File: config.mk
export PLATFORM = sky130hd
export DESIGN_NAME = ysyx_23060201_lsu
export DESIGN_NICKNAME = d
export VERILOG_FILES = /design/src/rtl/ysyx_23060201_lsu.sv
export SDC_FILE = /design/constraint.sdc
export NUM_CORES = 1
export LEC_CHECK = 0
export CAP_MARGIN = 25
export CORE_ASPECT_RATIO = 1.4
export CORE_MARGIN = 1
export CORE_UTILIZATION = 47
export CTS_CLUSTER_SIZE = 20
export DETAILED_ROUTE_END_ITERATION = 6
export GPL_TIMING_DRIVEN = 0
export PLACE_DENSITY = 0.87
export SYNTH_ARGS = -nofsm -noshare
export SYNTH_HDL_FRONTEND = slang
export SYNTH_SLANG_ARGS = --single-unit
File: constraint.sdc
create_clock -name clk -period 3.3 [get_ports clk]
set_clock_uncertainty 0.1 [all_clocks]
set_input_delay 0.495 -clock clk [delete_from_list [all_inputs] [get_ports clk]]
set_output_delay 0.495 -clock clk [all_outputs]
set_load 0.02 [all_outputs]
File: src/rtl/ysyx_23060201_lsu.sv
// Load/store unit: one memory op in flight, issues a single-cycle pmem read or write request,
// aligns and extends read data, and returns every op (memory or not) to WBU in program order.
module ysyx_23060201_lsu #(
  parameter int ADDR_WIDTH = 32,
  parameter int DATA_WIDTH = 32
) (
  input  logic                  clk,
  input  logic                  rst_n,
  input  logic                  in_valid,
  output logic                  in_ready,
  input  logic                  in_load,
  input  logic                  in_store,
  input  logic [2:0]            in_funct3,
  input  logic [ADDR_WIDTH-1:0] in_addr,
  input  logic [DATA_WIDTH-1:0] in_wdata,
  output logic                  out_valid,
  input  logic                  out_ready,
  output logic [DATA_WIDTH-1:0] out_data,
  output logic                  out_misalign,
  output logic                  mem_ren,
  output logic [ADDR_WIDTH-1:0] mem_raddr,
  output logic [7:0]            mem_rmask,
  input  logic [DATA_WIDTH-1:0] mem_rdata,
  output logic                  mem_wen,
  output logic [ADDR_WIDTH-1:0] mem_waddr,
  output logic [7:0]            mem_wmask,
  output logic [DATA_WIDTH-1:0] mem_wdata
);

  typedef enum logic [1:0] {IDLE, REQ, WAIT, DONE} state_e;

  state_e                state_q, state_d;
  logic                  load_q, load_d;
  logic                  store_q, store_d;
  logic [2:0]            funct3_q, funct3_d;
  logic [ADDR_WIDTH-1:0] addr_q, addr_d;
  logic [DATA_WIDTH-1:0] wdata_q, wdata_d;
  logic [DATA_WIDTH-1:0] data_q, data_d;
  logic                  misalign_q, misalign_d;

  logic                  in_mem;
  logic                  in_mis;
  logic [3:0]            mask;
  logic [DATA_WIDTH-1:0] rword;
  logic [DATA_WIDTH-1:0] ld_ext;

  // funct3[1:0]: 00 byte, 01 half, anything else behaves as a word access
  assign in_mem = in_load | in_store;
  always_comb begin
    in_mis = 1'b0;
    if (in_funct3[1:0] == 2'b01) in_mis = in_addr[0];
    else if (in_funct3[1])       in_mis = |in_addr[1:0];
  end

  always_comb begin
    case (funct3_q[1:0])
      2'b00:   mask = 4'b0001 << addr_q[1:0];
      2'b01:   mask = 4'b0011 << addr_q[1:0];
      default: mask = 4'b1111;
    endcase
  end

  assign rword = mem_rdata >> {addr_q[1:0], 3'b000};

  always_comb begin
    case (funct3_q)
      3'b000:  ld_ext = {{24{rword[7]}},  rword[7:0]};
      3'b100:  ld_ext = {24'b0,           rword[7:0]};
      3'b001:  ld_ext = {{16{rword[15]}}, rword[15:0]};
      3'b101:  ld_ext = {16'b0,           rword[15:0]};
      default: ld_ext = rword;
    endcase
  end

  always_comb begin
    state_d    = state_q;
    load_d     = load_q;
    store_d    = store_q;
    funct3_d   = funct3_q;
    addr_d     = addr_q;
    wdata_d    = wdata_q;
    data_d     = data_q;
    misalign_d = misalign_q;
    case (state_q)
      IDLE: begin
        if (in_valid) begin
          load_d   = in_load;
          store_d  = in_store;
          funct3_d = in_funct3;
          addr_d   = in_addr;
          wdata_d  = in_wdata;
          if (in_mem && in_mis) begin
            misalign_d = 1'b1;
            data_d     = '0;
            state_d    = DONE;
          end else if (in_mem) begin
            state_d = REQ;
          end else begin
            data_d  = DATA_WIDTH'(in_addr);
            state_d = DONE;
          end
        end
      end
      REQ: begin
        if (load_q) begin
          state_d = WAIT;
        end else begin
          data_d  = '0;
          state_d = DONE;
        end
      end
      WAIT: begin
        data_d  = ld_ext;
        state_d = DONE;
      end
      DONE: begin
        if (out_ready) begin
          misalign_d = 1'b0;
          state_d    = IDLE;
        end
      end
      default: state_d = IDLE;
    endcase
  end

  always_ff @(posedge clk or negedge rst_n) begin
    if (!rst_n) begin
      state_q    <= IDLE;
      load_q     <= 1'b0;
      store_q    <= 1'b0;
      funct3_q   <= '0;
      addr_q     <= '0;
      wdata_q    <= '0;
      data_q     <= '0;
      misalign_q <= 1'b0;
    end else begin
      state_q    <= state_d;
      load_q     <= load_d;
      store_q    <= store_d;
      funct3_q   <= funct3_d;
      addr_q     <= addr_d;
      wdata_q    <= wdata_d;
      data_q     <= data_d;
      misalign_q <= misalign_d;
    end
  end

  // every output decodes registered state only, so no combinational in_* -> out path
  assign in_ready     = (state_q == IDLE);
  assign out_valid    = (state_q == DONE);
  assign out_data     = data_q;
  assign out_misalign = misalign_q;

  assign mem_ren   = (state_q == REQ) && load_q;
  assign mem_wen   = (state_q == REQ) && store_q;
  assign mem_raddr = {addr_q[ADDR_WIDTH-1:2], 2'b00};
  assign mem_waddr = {addr_q[ADDR_WIDTH-1:2], 2'b00};
  assign mem_rmask = {4'b0000, mask};
  assign mem_wmask = {4'b0000, mask};
  assign mem_wdata = wdata_q << {addr_q[1:0], 3'b000};

endmodule

==> flow_summary.yaml, run 1 <==
critical_path:
  worst-path-buf-inv: 5
  path_delay_family: "buffers and inverters"
  cp.arrival_ns: 2.57
  crit_path_cell_trace: "buf_6 > buf_4 > buf_4 > clkbuf_4 > a211oi_1 > a21oi_1 > clkdlybuf4s50_1"
  cpPeakStageDelay_ns: 0.68
  worst_ep_required_time_ns: 2.70
  endpoint_kind: "output pin"
  crit_path_start_kind: "flip-flop"
  critical_path_cell_count: 7
  worstPathMaxFanout: 10
  reg2regPathDepth: 8
  crit_path_top_delay_cell: "clkdlybuf4s50_1"
  criticalPathCategory: "flip-flop to output pin"
  crit_top_cell: "buf_4"
final_layout:
  fill_cells: 851
  drive_gt1_frac: 0.232
  fin_util: 0.724
  n_antenna_cell: 0
  area_delta_synth_final_pct: 49.4
  fin_nets: 948
die:
  dieHeight_um: 136
  ioPinCount: 254
  core-area_sq_um: 12400
  dieArea_sq_um: 13300
  fp.dieW_um: 97.7
  std_cell_rows: 48
  initial_core_util: 0.485
clock_tree:
  postCtsSetupBuffers: 0
  cts_tree: "done"
  cts_sinks: 104
  htree_levels: 3
  clkLatencyLatePin_ns: 0.35
  clk_pin_slew_ns: 0.07
  clk_path_buf_depth: 2
  root_buffer: "clkbuf_16"
  numCtsBuffers: 9
logic_synthesis:
  synthSimpleGateAreaFrac: 0.0868
  synthCells: 573
  synth_edf_count: 0
  synth_compound_area_frac: 0.132
  yosysWarnings: 0
  synth_xor_xnor_area_share: 0.00145
  synthesis.area_sq_um: 6020
  async_flop_share: 1.00
  ys_seq_area_frac: 0.432
  syn_avg_cell_area_sq_um: 10.5
  yosys_register_bits: 104
  synth-main-ff-cell: "dfrtp_1"
  synth_top_family_by_area: "multiplexers"
  netlist-cell-type-count: 40
  synthMuxAreaShare: 0.206
  synth_fa_ha_area_frac: 0.0125
sta:
  setup_tns_ns: 0
  finalSetupViolations: 0
  period_needed_ns: 3.17
  maxSlewViolCount: 0
  fin_crit_sh: 0.960
  rsz0062_at_grt: "true"
  setup_ws_ns: 0.133
  max_freq_mhz: 316
  maxSlewHeadroom: 0.492
  final-hold-violation-count: 0
  tightestPinTransition_ns: 0.761
detailed_routing:
  first_iter_violations: 433
  dr.pass1.iters: 7
  wirelength_um: 20200
  detail-route-antenna-nets: 0
  drc: 42
  via_per_inst: 5.71
  avgRoutedWirePerCell_um: 20.4
  vias: 5664
power:
  ir_drop_uv: 939
  power.total_mw: 10.7
  p_int_mw: 6.09
  p_per_area_nw_per_um2: 1190
  p_leak_nw: 3.88
  pwr-share-comb: 0.671
  p_clk_frac: 0.098
  seqPwrFrac: 0.231
  p_sw_frac: 0.433
  p_switching_mw: 4.65
placed_design:
  io_buffers: 241
  pre_cts_ws_ns: 0.0988
  place_congestion: 0.913
  dp_hpwl_um: 15800
global_route:
  antenna_found_initial: 0
  track_usage: 0.303
  globalRouteOverflowTotal: 0
  grt.busiest_layer: "met2"
  grt_use_met2: 0.551
  grt_pass1_vias: 5741
  grt_start_max_net_pins: 54
  grt_pass1_wl_um: 30700
  use_met1: 0.322
  gr-usage-met3: 0.0694
run_status:
  violations: "DRC"
  status: "finished with violations"
worst_hold_path:
  hp-class: "input port to asynchronous set/reset pin"
job:
  cap_violations: 0
==> final cells by class <==
class / count / area, sq um / share of cell area
Multi-Input combinational cell: 357 / 2690 / 0.299
Sequential cell: 104 / 2600 / 0.289
Timing Repair Buffer: 242 / 2440 / 0.271
Buffer: 116 / 764 / 0.0850
Clock buffer: 14 / 274 / 0.0305
Tap cell: 150 / 188 / 0.0209
Inverter: 7 / 26.3 / 0.00292
Clock inverter: 2 / 12.5 / 0.00139
==> stage by stage <==
step	cells	hold WS [ns]	instance area [sq um]
after global placement	975	0.382	8660
after detailed placement	976	0.387	8690
after floorplan	584	0.0994	6060
after global routing	992	0.143	9000
final	992	0.0847	9000
after CTS	992	0.112	8990
==> repair_timing <==
| item | CTS | global route |
|---|---|---|
| setup endpoints to repair | 13 | 7 |
| gates resized for setup | 5 | 7 |
| endpoints found under the hold margin | 0 | 0 |
| hold buffers | 0 | 0 |
==> power groups by stage <==
stage	logic [mW]	clock network, mW	registers, mW
floorplan	4.13	0	2.55
global placement	6.97	0	2.44
detailed placement	7.13	0	2.49
CTS	7.19	1.05	2.47
global route	7.59	1.11	2.55
finish	7.21	1.05	2.48
==> worst reg2reg max path, stage by stage (launching register included) <==
cell	delay (ns)
dfrtp_1	0.43
inv_1	0.11
ha_1	0.24
a21o_1	0.20
a311oi_2	0.59
or2_1	0.19
clkbuf_1	0.22
buf_2	0.27
a31oi_1	0.12
==> registers in the layout, indices dropped and copies added (netlist names) <==
| signal | flops |
|---|---|
| store_q | 1 |
| load_q | 1 |
| funct3_q | 3 |
| state_q | 2 |
| out_data | 32 |
| out_misalign | 1 |
| wdata_q | 32 |
| addr_q | 32 |
==> path summary, 6_finish.rpt <==
kind	start	end	slack, ns
max reg2reg	state_q[1]	out_data[17]	0.68
max in group asynchronous	rst_n	addr_q[7]	2.30
min	rst_n	wdata_q[20]	0.08
max	addr_q[0]	mem_wdata[30]	0.13
min reg2reg	wdata_q[24]	wdata_q[24]	0.40
min in group clk	wdata_q[24]	wdata_q[24]	0.40
==> synthesized netlist by cell type, types with 2 or more instances <==
| cell | instances | area [sq um] |
|---|---|---|
| or2_2 | 2 | 12.5 |
| o21ai_0 | 11 | 55.1 |
| nor2b_1 | 10 | 62.6 |
| dfrtp_1 | 104 | 2600 |
| o31ai_1 | 2 | 15.0 |
| or2_1 | 2 | 12.5 |
| mux2_2 | 77 | 867 |
| nor2_1 | 25 | 93.8 |
| a32oi_1 | 14 | 123 |
| inv_1 | 7 | 26.3 |
| a22oi_1 | 9 | 67.6 |
| a21o_1 | 2 | 15.0 |
| clkbuf_1 | 16 | 60.1 |
| buf_2 | 15 | 75.1 |
| nor3_1 | 32 | 160 |
| a211oi_1 | 8 | 60.1 |
| a221o_1 | 8 | 80.1 |
| a21oi_1 | 31 | 155 |
| mux2i_1 | 35 | 350 |
| buf_1 | 7 | 26.3 |
| a31oi_1 | 19 | 119 |
| o21bai_1 | 2 | 15.0 |
| ha_1 | 6 | 75.1 |
| nand2_1 | 26 | 97.6 |
| buf_4 | 77 | 578 |
| and2_1 | 11 | 68.8 |
| a41oi_1 | 2 | 17.5 |
==> cell usage in the layout, fill, tap and decap left out, drive strengths merged, types with 2 or more instances in the layout <==
cell type / instances
a221o: 8
ha: 6
nor2: 25
o31ai: 2
o21bai: 2
or2: 4
buf: 101
clkdlybuf4s50: 238
dlymetal6s2s: 2
conb: 12
nor2b: 10
mux2: 77
nor3: 32
inv: 7
a31oi: 19
a41oi: 2
a22oi: 9
and2: 11
dfrtp: 104
clkbuf: 31
mux2i: 35
a21oi: 31
nand2: 26
a32oi: 14
o21ai: 12
a211oi: 8
a21o: 2
==> layer usage <==
layer  share of wire  routed length, um
met1            0.35               7010
met4           0.054               1090
met3           0.086               1740
met2            0.51              10400
met5               0                  0
==> cells by family after synthesis <==
kind of cell	count (synthesis)
flops	104
xor+xnor	1
simple gates	110
mux	113
other cells	1
fa+ha+maj	6
compound gates	115
buf+inv	123
Note: power is estimated with default switching activity, not from simulation.
==> run 2, diff against run 1 <==
--- a/config.mk
+++ b/config.mk
@@ -6,7 +6,6 @@
 export NUM_CORES = 1
 export LEC_CHECK = 0
 export CAP_MARGIN = 25
-export CORE_ASPECT_RATIO = 1.4
 export CORE_MARGIN = 1
 export CORE_UTILIZATION = 47
 export CTS_CLUSTER_SIZE = 20
==> flow_summary.yaml, run 2 (same netlist as run 1, synthesis figures left out) <==
critical_path:
  crit_path_start_kind: "flip-flop"
  reg2reg_slack_ns: 0.65
  rr_endpoint: "out_data[18]"
  cp.arrival_ns: 2.59
  reg2reg_from: "state_q[1]"
  criticalPathCategory: "flip-flop to output pin"
  reg2regPathDepth: 8
  worst_ep_required_time_ns: 2.70
  worstPathMaxFanout: 10
  endpoint_kind: "output pin"
global_route:
  grt_start_max_net_pins: 62
  grt_pass1_wl_um: 30000
  use_met1: 0.360
  track_usage: 0.301
  grt_use_met2: 0.530
  grt_pass1_vias: 5657
  globalRouteOverflowTotal: 0
  antenna_found_initial: 0
  grt.busiest_layer: "met2"
  gr-usage-met3: 0.0617
placed_design:
  place_congestion: 0.934
  pre_cts_ws_ns: 0.142
  postPlaceCellArea_sq_um: 8710
  io_buffers: 241
  dp.cells: 994
  dp_hpwl_um: 15500
power:
  p_clk_frac: 0.102
  p_leak_nw: 3.88
  pwr-share-comb: 0.668
  p_int_mw: 6.13
  ir_drop_uv: 791
  p_switching_mw: 4.64
  p_per_area_nw_per_um2: 1190
  seqPwrFrac: 0.230
  p_sw_frac: 0.431
  power.total_mw: 10.8
detailed_routing:
  via_per_inst: 5.53
  dr.pass1.iters: 5
  detail-route-antenna-nets: 0
  first_iter_violations: 483
  avgRoutedWirePerCell_um: 19.7
  drc: 0
  vias: 5588
  wirelength_um: 19900
die:
  fp.dieW_um: 115
  core-area_sq_um: 12300
  std_cell_rows: 40
  dieHeight_um: 115
  ioPinCount: 254
  initial_core_util: 0.491
  dieArea_sq_um: 13300
sta:
  fin_crit_sh: 0.964
  maxSlewHeadroom: 0.558
  rsz0062_at_grt: "false"
  setup_ws_ns: 0.117
  hold_ws_ns: 0.0504
  maxSlewViolCount: 0
  tightestPinTransition_ns: 0.663
  period_needed_ns: 3.18
  finalSetupViolations: 0
  final-hold-violation-count: 0
  max_freq_mhz: 314
clock_tree:
  cts_sinks: 104
  cts_hold_buf: 0
  clk_path_buf_depth: 2
  cts_tree: "done"
  clkLatencyLatePin_ns: 0.35
  numCtsBuffers: 9
  root_buffer: "clkbuf_16"
  clk_pin_slew_ns: 0.07
  htree_levels: 3
  postCtsSetupBuffers: 0
run_status:
  status: "complete, no violations"
final_layout:
  drive_gt1_frac: 0.233
  n_antenna_cell: 0
  stdcell_area_sq_um: 9030
  final_common_cell: "clkdlybuf4s50_1"
  area_delta_synth_final_pct: 50.0
  layoutNonFillerInstCount: 1010
  fin_nets: 948
  layout_common_cells: "239 x clkdlybuf4s50_1, 104 x dfrtp_1, 80 x buf_4, 77 x mux2_2, 35 x mux2i_1"
worst_hold_path:
  hp-class: "input port to asynchronous set/reset pin"
job:
  cap_violations: 0
## run 2: cell types whose count changed in the layout (fill, tap and decap cells not counted), sizes merged
| cell | previous run | this run |
|---|---|---|
| clkinvlp | 1 | 2 |
| clkdlybuf4s50 | 238 | 239 |
| inv | 7 | 8 |
| dlymetal6s2s | 2 | 1 |
| clkinv | 1 | 2 |
| bufinv | 0 | 1 |
| buf | 101 | 100 |
| clkbuf | 31 | 28 |
## run 2: routing by layer
metal / routed length [um] / share of wire / vias up
li1: - / - / 2496
met1: 7630 / 0.38 / 2695
met2: 9970 / 0.50 / 350
met3: 1620 / 0.082 / 47
met4: 645 / 0.032 / 0
met5: 0 / 0 / -
## run 2: timing repair
item,4_1_cts,5_1_grt
gates resized for setup,4,5
gates cloned,0,0
endpoints found under the setup margin,12,8
## run 2: metrics by stage
| step | TNS [ns] | util |
|---|---|---|
| 6_report | 0 | 0.737 |
| 5_1_grt | 0 | 0.737 |
| 4_1_cts | 0 | 0.736 |
| 3_5_place_dp | 0 | 0.711 |
| 3_3_place_gp | -228.39 | 0.708 |
| 2_1_floorplan | 0 | - |
## run 2: power by group through the flow
stage          combinational, mW  clock [mW]  sequential [mW]
2_1_floorplan               4.13           0             2.55
3_3_place_gp                6.93           0             2.43
3_5_place_dp                7.10           0             2.49
4_1_cts                     7.17        1.11             2.47
5_1_grt                     7.61        1.17             2.55
6_report                    7.19        1.10             2.48
## run 2: final cells by class
class	instances	area [sq um]
Fill cell	850	3230
Multi-Input combinational cell	357	2690
Sequential cell	104	2600
Timing Repair Buffer	242	2440
Buffer	116	764
Clock buffer	10	239
Tap cell	168	210
Clock inverter	6	67.6
Inverter	7	26.3
## run 2: worst max-delay path, cell delays in order, from the launching register on
cell and delay, ns:
dfrtp_1 0.34, buf_6 0.15, buf_4 0.21, buf_4 0.23, clkbuf_4 0.25, nand2_1 0.06, o21ai_0 0.25, buf_4 0.16
clkdlybuf4s50_1 0.59
## run 2: worst max-delay path by stage
stage | startpoint | endpoint | slack (ns) | depth (start not counted)
2_1_floorplan | addr_q[0] | mem_wmask[2] | 0.68 | 7
3_3_place_gp | rst_n | addr_q[20] | -2.21 | 1
3_5_place_dp | addr_q[0] | mem_wmask[2] | 0.14 | 8
4_1_cts | addr_q[0] | mem_wmask[2] | 0.05 | 8
5_1_grt | addr_q[0] | mem_wmask[2] | 0.004 | 8
6_report | addr_q[0] | mem_wmask[2] | 0.12 | 8
==> run 3, diff against run 2 <==
--- a/config.mk
+++ b/config.mk
@@ -8,7 +8,7 @@
 export CAP_MARGIN = 25
 export CORE_MARGIN = 1
 export CORE_UTILIZATION = 47
-export CTS_CLUSTER_SIZE = 20
+export CTS_CLUSTER_SIZE = 28
 export DETAILED_ROUTE_END_ITERATION = 6
 export GPL_TIMING_DRIVEN = 0
 export PLACE_DENSITY = 0.87
==> results of run 3 <==
No change in the layout: final DEF, timing and power equal those of run 2.
